$ cat config.mk
export PLATFORM = sky130hd
export DESIGN_NAME = pll_frac_n
export DESIGN_NICKNAME = d
export VERILOG_FILES = /design/src/rtl/pll_pkg.sv /design/src/rtl/pll_frac_acc.sv /design/src/rtl/pll_frac_n.sv
export SDC_FILE = /design/constraint.sdc
export NUM_CORES = 1
export LEC_CHECK = 0
export ABC_AREA = 1
export CAP_MARGIN = 20
export CORE_AREA = 2 2 79 138
export CTS_BUF_LIST = sky130_fd_sc_hd__clkbuf_4
export DETAILED_ROUTE_END_ITERATION = 10
export DIE_AREA = 0 0 81 140
export GPL_TIMING_DRIVEN = 1
export PLACE_DENSITY = 0.9
export SYNTH_ARGS = -nofsm -noshare
export SYNTH_HDL_FRONTEND = slang
export SYNTH_SLANG_ARGS = --single-unit
$ cat constraint.sdc
create_clock -name clk_in -period 9.7 [get_ports clk_in]
set_clock_uncertainty 0.15 [all_clocks]
set_input_delay 0.97 -clock clk_in [delete_from_list [all_inputs] [get_ports clk_in]]
set_output_delay 0.97 -clock clk_in [all_outputs]
set_load 0.02 [all_outputs]
$ cat src/rtl/pll_pkg.sv
// Shared types and constants for the fractional-N clock synthesiser.
package pll_pkg;

    typedef enum logic [1:0] {
        IDLE = 2'd0,
        RUN  = 2'd1,
        STOP = 2'd2
    } pll_state_e;

    // Active configuration after reset: divide by 2, no fractional part.
    localparam int RST_INT  = 2;
    localparam int RST_FRAC = 0;
    localparam int RST_DEN  = 1;

    // Smallest integer ratio that still gives one high and one low cycle.
    localparam int MIN_INT  = 2;

endpackage

$ cat src/rtl/pll_frac_acc.sv
// First-order fractional accumulator. Holds acc and the active frac/den,
// and produces the carry that stretches a period from N to N+1.
// A load on the same edge as a step makes the step use the new frac/den
// with acc starting from zero.
module pll_frac_acc
    import pll_pkg::*;
#(
    parameter int FRAC_W = 12
) (
    input  logic              clk_in,
    input  logic              rst,
    input  logic              i_step,
    input  logic              i_load,
    input  logic [FRAC_W-1:0] i_frac,
    input  logic [FRAC_W-1:0] i_den,
    output logic              o_carry
);

    logic [FRAC_W-1:0] r_acc;
    logic [FRAC_W-1:0] r_frac;
    logic [FRAC_W-1:0] r_den;

    logic [FRAC_W-1:0] w_acc_base;
    logic [FRAC_W-1:0] w_frac;
    logic [FRAC_W-1:0] w_den;
    logic [FRAC_W:0]   w_sum;
    logic [FRAC_W-1:0] w_diff;

    assign w_acc_base = i_load ? '0 : r_acc;
    assign w_frac     = i_load ? i_frac : r_frac;
    assign w_den      = i_load ? i_den : r_den;
    assign w_sum      = {1'b0, w_acc_base} + {1'b0, w_frac};
    assign o_carry    = (w_sum >= {1'b0, w_den});
    // When carry is set the difference is below den, so it fits FRAC_W bits.
    assign w_diff     = w_sum[FRAC_W-1:0] - w_den;

    // Accumulator update on each period start; config load restarts the phase.
    always_ff @(posedge clk_in or negedge rst) begin
        if (!rst) begin
            r_acc  <= '0;
            r_frac <= FRAC_W'(RST_FRAC);
            r_den  <= FRAC_W'(RST_DEN);
        end else begin
            if (i_load) begin
                r_frac <= i_frac;
                r_den  <= i_den;
            end
            if (i_step) begin
                r_acc <= o_carry ? w_diff : w_sum[FRAC_W-1:0];
            end else if (i_load) begin
                r_acc <= '0;
            end
        end
    end

endmodule

$ cat src/rtl/pll_frac_n.sv
// Digital fractional-N clock synthesiser. clk_out averages INT + FRAC/DEN
// clk_in cycles per period; new settings are taken over a valid/ready
// handshake and only switched in on period boundaries.
//
// state | meaning
// IDLE  | clk_out held low, pending config applied immediately
// RUN   | periods generated back to back
// STOP  | enable dropped, finishing the current period before IDLE
module pll_frac_n
    import pll_pkg::*;
#(
    parameter int INT_W        = 8,
    parameter int FRAC_W       = 12,
    parameter int LOCK_PERIODS = 4
) (
    input  logic              clk_in,
    input  logic              rst,
    input  logic              enable,
    input  logic              cfg_valid,
    output logic              cfg_ready,
    input  logic [INT_W-1:0]  cfg_int,
    input  logic [FRAC_W-1:0] cfg_frac,
    input  logic [FRAC_W-1:0] cfg_den,
    output logic              clk_out,
    output logic              period_start,
    output logic              locked
);

    localparam int CNT_W = INT_W + 1;
    localparam int LCK_W = $clog2(LOCK_PERIODS + 1);

    pll_state_e        r_state;
    logic [CNT_W-1:0]  r_cnt;
    logic [CNT_W-1:0]  r_p;
    logic [INT_W-1:0]  r_int;
    logic              r_clk_out;
    logic              r_period_start;
    logic [LCK_W-1:0]  r_lock_cnt;
    logic              r_locked;

    logic              r_pend_vld;
    logic [INT_W-1:0]  r_pend_int;
    logic [FRAC_W-1:0] r_pend_frac;
    logic [FRAC_W-1:0] r_pend_den;

    logic [FRAC_W-1:0] w_den_san;
    logic [FRAC_W-1:0] w_frac_san;
    logic [INT_W-1:0]  w_int_san;
    logic              w_boundary;
    logic              w_start;
    logic              w_apply;
    logic              w_carry;
    logic [INT_W-1:0]  w_int_eff;
    logic [CNT_W-1:0]  w_p_new;
    logic [CNT_W-1:0]  w_cnt_inc;
    logic [CNT_W-1:0]  w_half;
    logic [LCK_W-1:0]  w_lock_inc;

    // Order matters: den is fixed first so the frac clamp sees a nonzero den.
    assign w_den_san  = (cfg_den == '0) ? FRAC_W'(1) : cfg_den;
    assign w_int_san  = (cfg_int < INT_W'(MIN_INT)) ? INT_W'(MIN_INT) : cfg_int;
    assign w_frac_san = (cfg_frac >= w_den_san) ? (w_den_san - FRAC_W'(1)) : cfg_frac;

    assign w_boundary = (r_state != IDLE) && (r_cnt == (r_p - CNT_W'(1)));
    assign w_start    = enable && ((r_state == IDLE) || w_boundary);
    assign w_apply    = r_pend_vld && ((r_state == IDLE) || w_start);
    assign w_int_eff  = w_apply ? r_pend_int : r_int;
    assign w_p_new    = {1'b0, w_int_eff} + CNT_W'(w_carry);
    assign w_cnt_inc  = r_cnt + CNT_W'(1);
    assign w_half     = r_p >> 1;
    assign w_lock_inc = (r_lock_cnt == LCK_W'(LOCK_PERIODS)) ? r_lock_cnt
                                                             : (r_lock_cnt + LCK_W'(1));

    assign cfg_ready    = ~r_pend_vld;
    assign clk_out      = r_clk_out;
    assign period_start = r_period_start;
    assign locked       = r_locked;

    pll_frac_acc #(
        .FRAC_W (FRAC_W)
    ) u_acc (
        .clk_in  (clk_in),
        .rst     (rst),
        .i_step  (w_start),
        .i_load  (w_apply),
        .i_frac  (r_pend_frac),
        .i_den   (r_pend_den),
        .o_carry (w_carry)
    );

    // Pending config slot: capture sanitised values, release when applied.
    always_ff @(posedge clk_in or negedge rst) begin
        if (!rst) begin
            r_pend_vld  <= 1'b0;
            r_pend_int  <= INT_W'(RST_INT);
            r_pend_frac <= FRAC_W'(RST_FRAC);
            r_pend_den  <= FRAC_W'(RST_DEN);
        end else if (w_apply) begin
            r_pend_vld <= 1'b0;
        end else if (cfg_valid && !r_pend_vld) begin
            r_pend_vld  <= 1'b1;
            r_pend_int  <= w_int_san;
            r_pend_frac <= w_frac_san;
            r_pend_den  <= w_den_san;
        end
    end

    // Sequencer, period counter, lock tracking and registered outputs.
    always_ff @(posedge clk_in or negedge rst) begin
        if (!rst) begin
            r_state        <= IDLE;
            r_cnt          <= '0;
            r_p            <= CNT_W'(RST_INT);
            r_int          <= INT_W'(RST_INT);
            r_clk_out      <= 1'b0;
            r_period_start <= 1'b0;
            r_lock_cnt     <= '0;
            r_locked       <= 1'b0;
        end else begin
            r_period_start <= w_start;
            if (w_apply) begin
                r_int <= r_pend_int;
            end
            case (r_state)
                IDLE: begin
                    r_lock_cnt <= '0;
                    r_locked   <= 1'b0;
                    r_cnt      <= '0;
                    r_clk_out  <= 1'b0;
                    if (w_start) begin
                        r_state   <= RUN;
                        r_p       <= w_p_new;
                        r_clk_out <= 1'b1;
                    end
                end
                RUN, STOP: begin
                    if (w_boundary) begin
                        r_cnt <= '0;
                        if (w_start) begin
                            r_state   <= RUN;
                            r_p       <= w_p_new;
                            r_clk_out <= 1'b1;
                            if (w_apply) begin
                                r_lock_cnt <= '0;
                                r_locked   <= 1'b0;
                            end else begin
                                r_lock_cnt <= w_lock_inc;
                                r_locked   <= (w_lock_inc == LCK_W'(LOCK_PERIODS));
                            end
                        end else begin
                            r_state    <= IDLE;
                            r_clk_out  <= 1'b0;
                            r_lock_cnt <= '0;
                            r_locked   <= 1'b0;
                        end
                    end else begin
                        r_state   <= enable ? RUN : STOP;
                        r_cnt     <= w_cnt_inc;
                        r_clk_out <= (w_cnt_inc < w_half);
                    end
                end
                default: begin
                    r_state    <= IDLE;
                    r_cnt      <= '0;
                    r_clk_out  <= 1'b0;
                    r_lock_cnt <= '0;
                    r_locked   <= 1'b0;
                end
            endcase
        end
    end

endmodule

* Word-level counts from Yosys, hierarchy flattened *
Cells that the tools add are included.

word-level totals
  logic and storage cells = 83
  output and inout bits = 4
  input port bits = 36
  bits in registers = 103

operators by class
  $add $sub $neg = 7
  muxes and demuxes = 33
  reduce and logical (&&, ||, !) cells = 15
  magnitude comparators = 4
  bitwise operators = 2
  equal/unequal tests = 7

operators with widths
  operator                 count
  $mux W12                 7
  $mux W9                  4
  $pmux W9 S2              1
  $mux W8                  2
  $mux W3                  5
  $add A12 B12 Y13         1
  $ge A13 B12 Y1           1
  $ge A12 B12 Y1           1
  $logic_not A12 Y1        1
  $sub A12 B1 Y12 const B  1
  $sub A12 B12 Y12         1
  $add A8 B1 Y9            1
  $add A9 B1 Y9 const B    1
  $eq A9 B9 Y1             1
  $lt A9 B8 Y1             1
  $mux W1                  9
  $sub A9 B1 Y9 const B    1
  $lt A8 B2 Y1 const B     1
  $eq A3 B3 Y1 const B     2
  $mux W2                  3
  $reduce_bool A2 Y1       3
  $logic_and A1 B1 Y1      4
  $ne A2 B2 Y1 const B     2
  $pmux W2 S2              1
  10 further kinds         13

* Longest topological paths before layout *
  depth in word-level cells = 14
  mapped depth = 41
  mapped depth without buffers = 39

* Hierarchy *
A second synthesis with hierarchy kept.

second synthesis, totals
  cells, all modules = 978
  area, all modules = 7111.8 µm²

by module, submodules not included
  module        area an instance (µm²)  instances  sequential area each (µm²)  cells each
  pll_frac_n    4017.6                  1          1681.6                      530
  pll_frac_acc  3094.2                  1          902.1                       448

* Least setup slack after synthesis *
No wires, ideal clock.

  path kind = register -> register
  start = reg r_p[1]
  end = reg r_p[6]
  arrival = 5.433 ns
  buffers on the path = 3
  stages on the path, launching flop included = 40
  clock period less this slack = 5.700 ns
  setup slack = 4.000 ns
  library setup time = 0.117 ns
  data required time = 9.433 ns
  cells stage by stage = dfstp_2 -> inv_1 -> ha_1 -> nand2_2 -> nand2_1 -> nand2_1 -> nand2_1 -> nand2_1 -> nor2_4 -> nand4_4 -> nand2_4 -> nand2_4 -> buf_6 -> clkbuf_1 -> nand2_1 -> o21ai_0 -> ha_1 -> inv_1 -> [... 4 more ...] -> nand2_1 -> a31oi_1 -> xor2_1 -> ha_1 -> nand2_1 -> nor2_1 -> nand3_1 -> o2111ai_1 -> o21ai_0 -> nand2_1 -> clkbuf_1 -> ha_1 -> ha_1 -> nand2_4 -> nor2_4 -> nand3_1 -> nand3_1 -> nand2_1

between the ends
  cells in the longest elaborated chain, start to end = 14
  elaborated cells on any way between the ends = 19
  those cells by class = 3 x add/sub; 1 x order compare; 2 x eq/ne; 7 x mux; 6 x reduce/logical

RTL lines
  item                     line                                  text
  start, declared          pll_frac_n.sv:34                      logic [CNT_W-1:0] r_p;
  start signal, assigned   pll_frac_n.sv:113                     r_p <= CNT_W'(RST_INT);
  start signal, assigned   pll_frac_n.sv:132                     r_p <= w_p_new;
  start signal, assigned   pll_frac_n.sv:141                     r_p <= w_p_new;
  $sub A9 B1 Y9 (*)        pll_frac_n.sv:64                      assign w_boundary = (r_state != IDLE) && (r_cnt == (r_p - CNT_W'(1)));
  $eq A9 B9 Y1 (*)         pll_frac_n.sv:64
  $logic_and A1 B1 Y1 (*)  pll_frac_n.sv:64
  $logic_or A1 B1 Y1 (*)   pll_frac_n.sv:65                      assign w_start = enable && ((r_state == IDLE) || w_boundary);
  $logic_and A1 B1 Y1 (*)  pll_frac_n.sv:65
  $logic_or A1 B1 Y1 (*)   pll_frac_n.sv:66                      assign w_apply = r_pend_vld && ((r_state == IDLE) || w_start);
  $logic_and A1 B1 Y1 (*)  pll_frac_n.sv:66
  $mux W12 (*)             n/a
  net u_acc.w_frac[0]      pll_frac_acc.sv:24                    logic [FRAC_W-1:0] w_frac;
  $add A12 B12 Y13 (*)     pll_frac_acc.sv:32                    assign w_sum = {1'b0, w_acc_base} + {1'b0, w_frac};
  $ge A13 B12 Y1 (*)       pll_frac_acc.sv:33                    assign o_carry = (w_sum >= {1'b0, w_den});
  $add A8 B1 Y9 (*)        pll_frac_n.sv:68                      assign w_p_new = {1'b0, w_int_eff} + CNT_W'(w_carry);
  $mux W9 (*)              pll_frac_n.sv:130, pll_frac_n.sv:139
  $mux W9                  pll_frac_n.sv:137                     if (w_boundary) begin
  $pmux W9 S2 (*)          pll_frac_n.sv:124                     case (r_state)

The timed path passes the listed nets; every way through them passes the cells marked *. The select of a mux whose other input is x is not followed.
A chain may end at the register's enable or synchronous reset.

* Final worst setup path *
  start = reg r_p[1]
  end = reg r_p[6]

between the ends
  cells in the longest elaborated chain, start to end = 14
  elaborated cells on any way between the ends = 19
  those cells by class = 3 x add/sub; 1 x order compare; 2 x eq/ne; 7 x mux; 6 x reduce/logical

RTL lines
  item                                line
  $sub A9 B1 Y9 (*)                   pll_frac_n.sv:64
  $eq A9 B9 Y1 (*)                    pll_frac_n.sv:64
  $logic_and A1 B1 Y1 (*)             pll_frac_n.sv:64
  $logic_or A1 B1 Y1                  pll_frac_n.sv:65
  $logic_and A1 B1 Y1                 pll_frac_n.sv:65
  $logic_or A1 B1 Y1                  pll_frac_n.sv:66
  $logic_and A1 B1 Y1                 pll_frac_n.sv:66
  $mux W12, on equally long branches  n/a
  $add A12 B12 Y13                    pll_frac_acc.sv:32
  $ge A13 B12 Y1                      pll_frac_acc.sv:33
  $add A8 B1 Y9                       pll_frac_n.sv:68
  $mux W9                             pll_frac_n.sv:130, pll_frac_n.sv:139
  $mux W9                             pll_frac_n.sv:137
  $pmux W9 S2                         pll_frac_n.sv:124

Mark *: on every way between the ends. The rest lies on a longest branch, timed or not. The select of a mux whose other input is x is not followed.

==> results.yml <==
run_status:
  status: "finished, final reports clean"
run:
  cap_violations: 0
place:
  io_buffers: 39
  dp_hpwl_mm: 12.3
  place_area_mm2: 0.00712
  dp.cells: 1000
  gp_congestion: 0.968
route:
  ant_nets: 0
  drt_iter0_drc: 257
  wl_per_cell_um: 15.3
  vias: 5717
  via_per_inst: 5.62
  drt-total-wl_mm: 15.6
  drc: 0
  drt_first_pass_iters: 5
logic_synthesis:
  ys_types: 44
  syn-num-nets: 945
  synth_cells: 855
  ys_seq_area_frac: 0.388
  post-synth-top-count-cell: "nand2_1"
  synth_common_cells: "nand2_1, inv_1, dfrtp_1"
  ys_top_cells_by_area: "dfrtp_1, nand2_1, ha_1"
  synth_flop_cell: "dfrtp_1"
  synthArstFlopShare: 1.00
  synth_seq_cells: 103
  post-synth-top-area-cell: "dfrtp_1"
  synth-edff-count: 0
  yosys_warnings: 0
  synth_area_per_cell_um2: 7.79
  netlist_area_mm2: 0.00666
  synth_top_area_share: 0.368
worst_hold_path:
  hold_path.class: "input pin to asynchronous set/reset pin"
timing:
  post-route-period-util: 0.721
  worst_slew_pin_slew_ns: 0.946
  setup_tns_ns: 0
  slew_headroom: 0.370
  rsz0062_at_grt: "no"
  slew_viol_final: 0
  setup_violations: 0
  hold_violations: 0
  fmax_mhz: 143
  min_period_ns: 7.00
die:
  die_h_um: 140
  die-area_mm2: 0.0113
  start_util: 0.655
  core_region_area_mm2: 0.0102
  rows: 49
  pin_count: 40
  die_x_um: 81
global_route:
  gr-total-overflow: 0
  grt_pass1_vias: 5749
  grt_pass1_wl_mm: 26.2
  antenna_found_initial: 1
  grt_usage: 0.301
  grt_max_degree: 78
clocking:
  insertion_delay_ns: 0.47
  cts_max_level: 3
  ctsHoldBuffers: 0
  cts_sinks: 103
  root_buffer: "clkbuf_4"
  cts.clk_slew.worst_paths_ns: 0.15
  cts_buffers: 9
  post-cts-setup-buffer-count: 0
  cts_tree: "built"
  cts.path.max_buffers: 2
  post_cts_resized: 0
setup_path:
  arrival_ns: 7.22
  r2r-start: "r_p[1]"
  critPathSlowestCell: "inv_1"
  endpoint_kind: "flop"
  crit_start: "r_p[1]"
  worstSetupStartpointType: "flop"
  criticalPathCategory: "flop to flop"
  critical_path.most_common_cell: "nand2_1"
  worst_ep_required_time_ns: 9.93
  crit_path_max_fanout: 48
  crit_path_max_incr_delay_ns: 0.70
cells_and_area:
  postLayoutCellArea_mm2: 0.00727
  drive_gt1_frac: 0.0933
  area_growth_syn_to_layout_pct: 9.07
  final_core_util: 0.714
  finalNetCount: 975
  final_cells: 1018
==> cell type report <==
class	count	area, um^2
multi-input combinational	603	3500
clock inverter	4	30.0
tap	127	159
fill	850	2910
inverter	126	473
clock buffer	12	90.1
sequential	103	2580
timing repair buffer	42	430
antenna	1	2.50
==> sequential cells by signal, summed over array words and instances (netlist names), 8 cells and up <==
| register | cells |
|---|---|
| r_pend_den | 12 |
| r_pend_frac | 12 |
| u_acc.r_acc | 12 |
| u_acc.r_den | 12 |
| u_acc.r_frac | 12 |
| r_cnt | 9 |
| r_p | 9 |
| r_int | 8 |
| r_pend_int | 8 |
==> final timing paths <==
path	cells past startpoint	end	slack [ns]
setup / recovery	33	r_p[6]	2.70
hold / removal	1	r_pend_frac[2]	0.23
setup reg to reg	33	r_p[6]	2.70
hold reg to reg	2	r_pend_int[3]	0.35
max in group asynchronous	2	u_acc.r_acc[4]	7.93
min in group clk_in	2	r_pend_int[3]	0.35
==> placed cells by master, fill, tap and decap left out, types with 25 or more instances in the layout <==
cell type	n
a21oi_1	45
clkdlybuf4s50_1	38
dfrtp_1	98
ha_1	52
inv_1	116
nand2_1	176
nand3_1	38
nor2_1	77
o21ai_0	82
xor2_1	25
==> cells by family (layout without fill, tap and decap cells) <==
logic type,Yosys count,after routing,synth area share
and+or+nand+nor,344,344,0.230
AOI/OAI and AO/OA,166,166,0.140
buffers and inverters,149,184,0.0871
DFF,103,103,0.388
adders and majority gates,54,54,0.104
xor gates and xnor gates,39,39,0.0513
other,0,1,0
==> through the flow <==
step / hold WS (ns) / worst slack [ns]
finish: 0.225 / 2.70
global route: 0.235 / 2.13
CTS: 0.212 / 2.77
detailed placement: 0.317 / 2.58
global placement: 0.306 / 2.68
floorplan: 0.292 / 4.00
==> critical path: cells and delay by family (launching register included) <==
kind / cells / cell delay, ns
xor+xnor: 2 / 0.24
compound gates: 5 / 0.89
fa+ha+maj: 5 / 1.66
flops: 1 / 0.57
simple gates: 19 / 2.59
buf+inv: 2 / 0.76
==> routing by layer <==
layer  up-vias  track usage  share of wire
li1       2832            -              -
met1      2683        0.292           0.35
met2       141        0.554           0.55
met3        61       0.0522          0.029
met4         0        0.203          0.070
met5         -            0              0
Power is left out: the tool's default activity adds up to more than one toggle a clock period on the data nets, which glitch-free logic cannot reach.
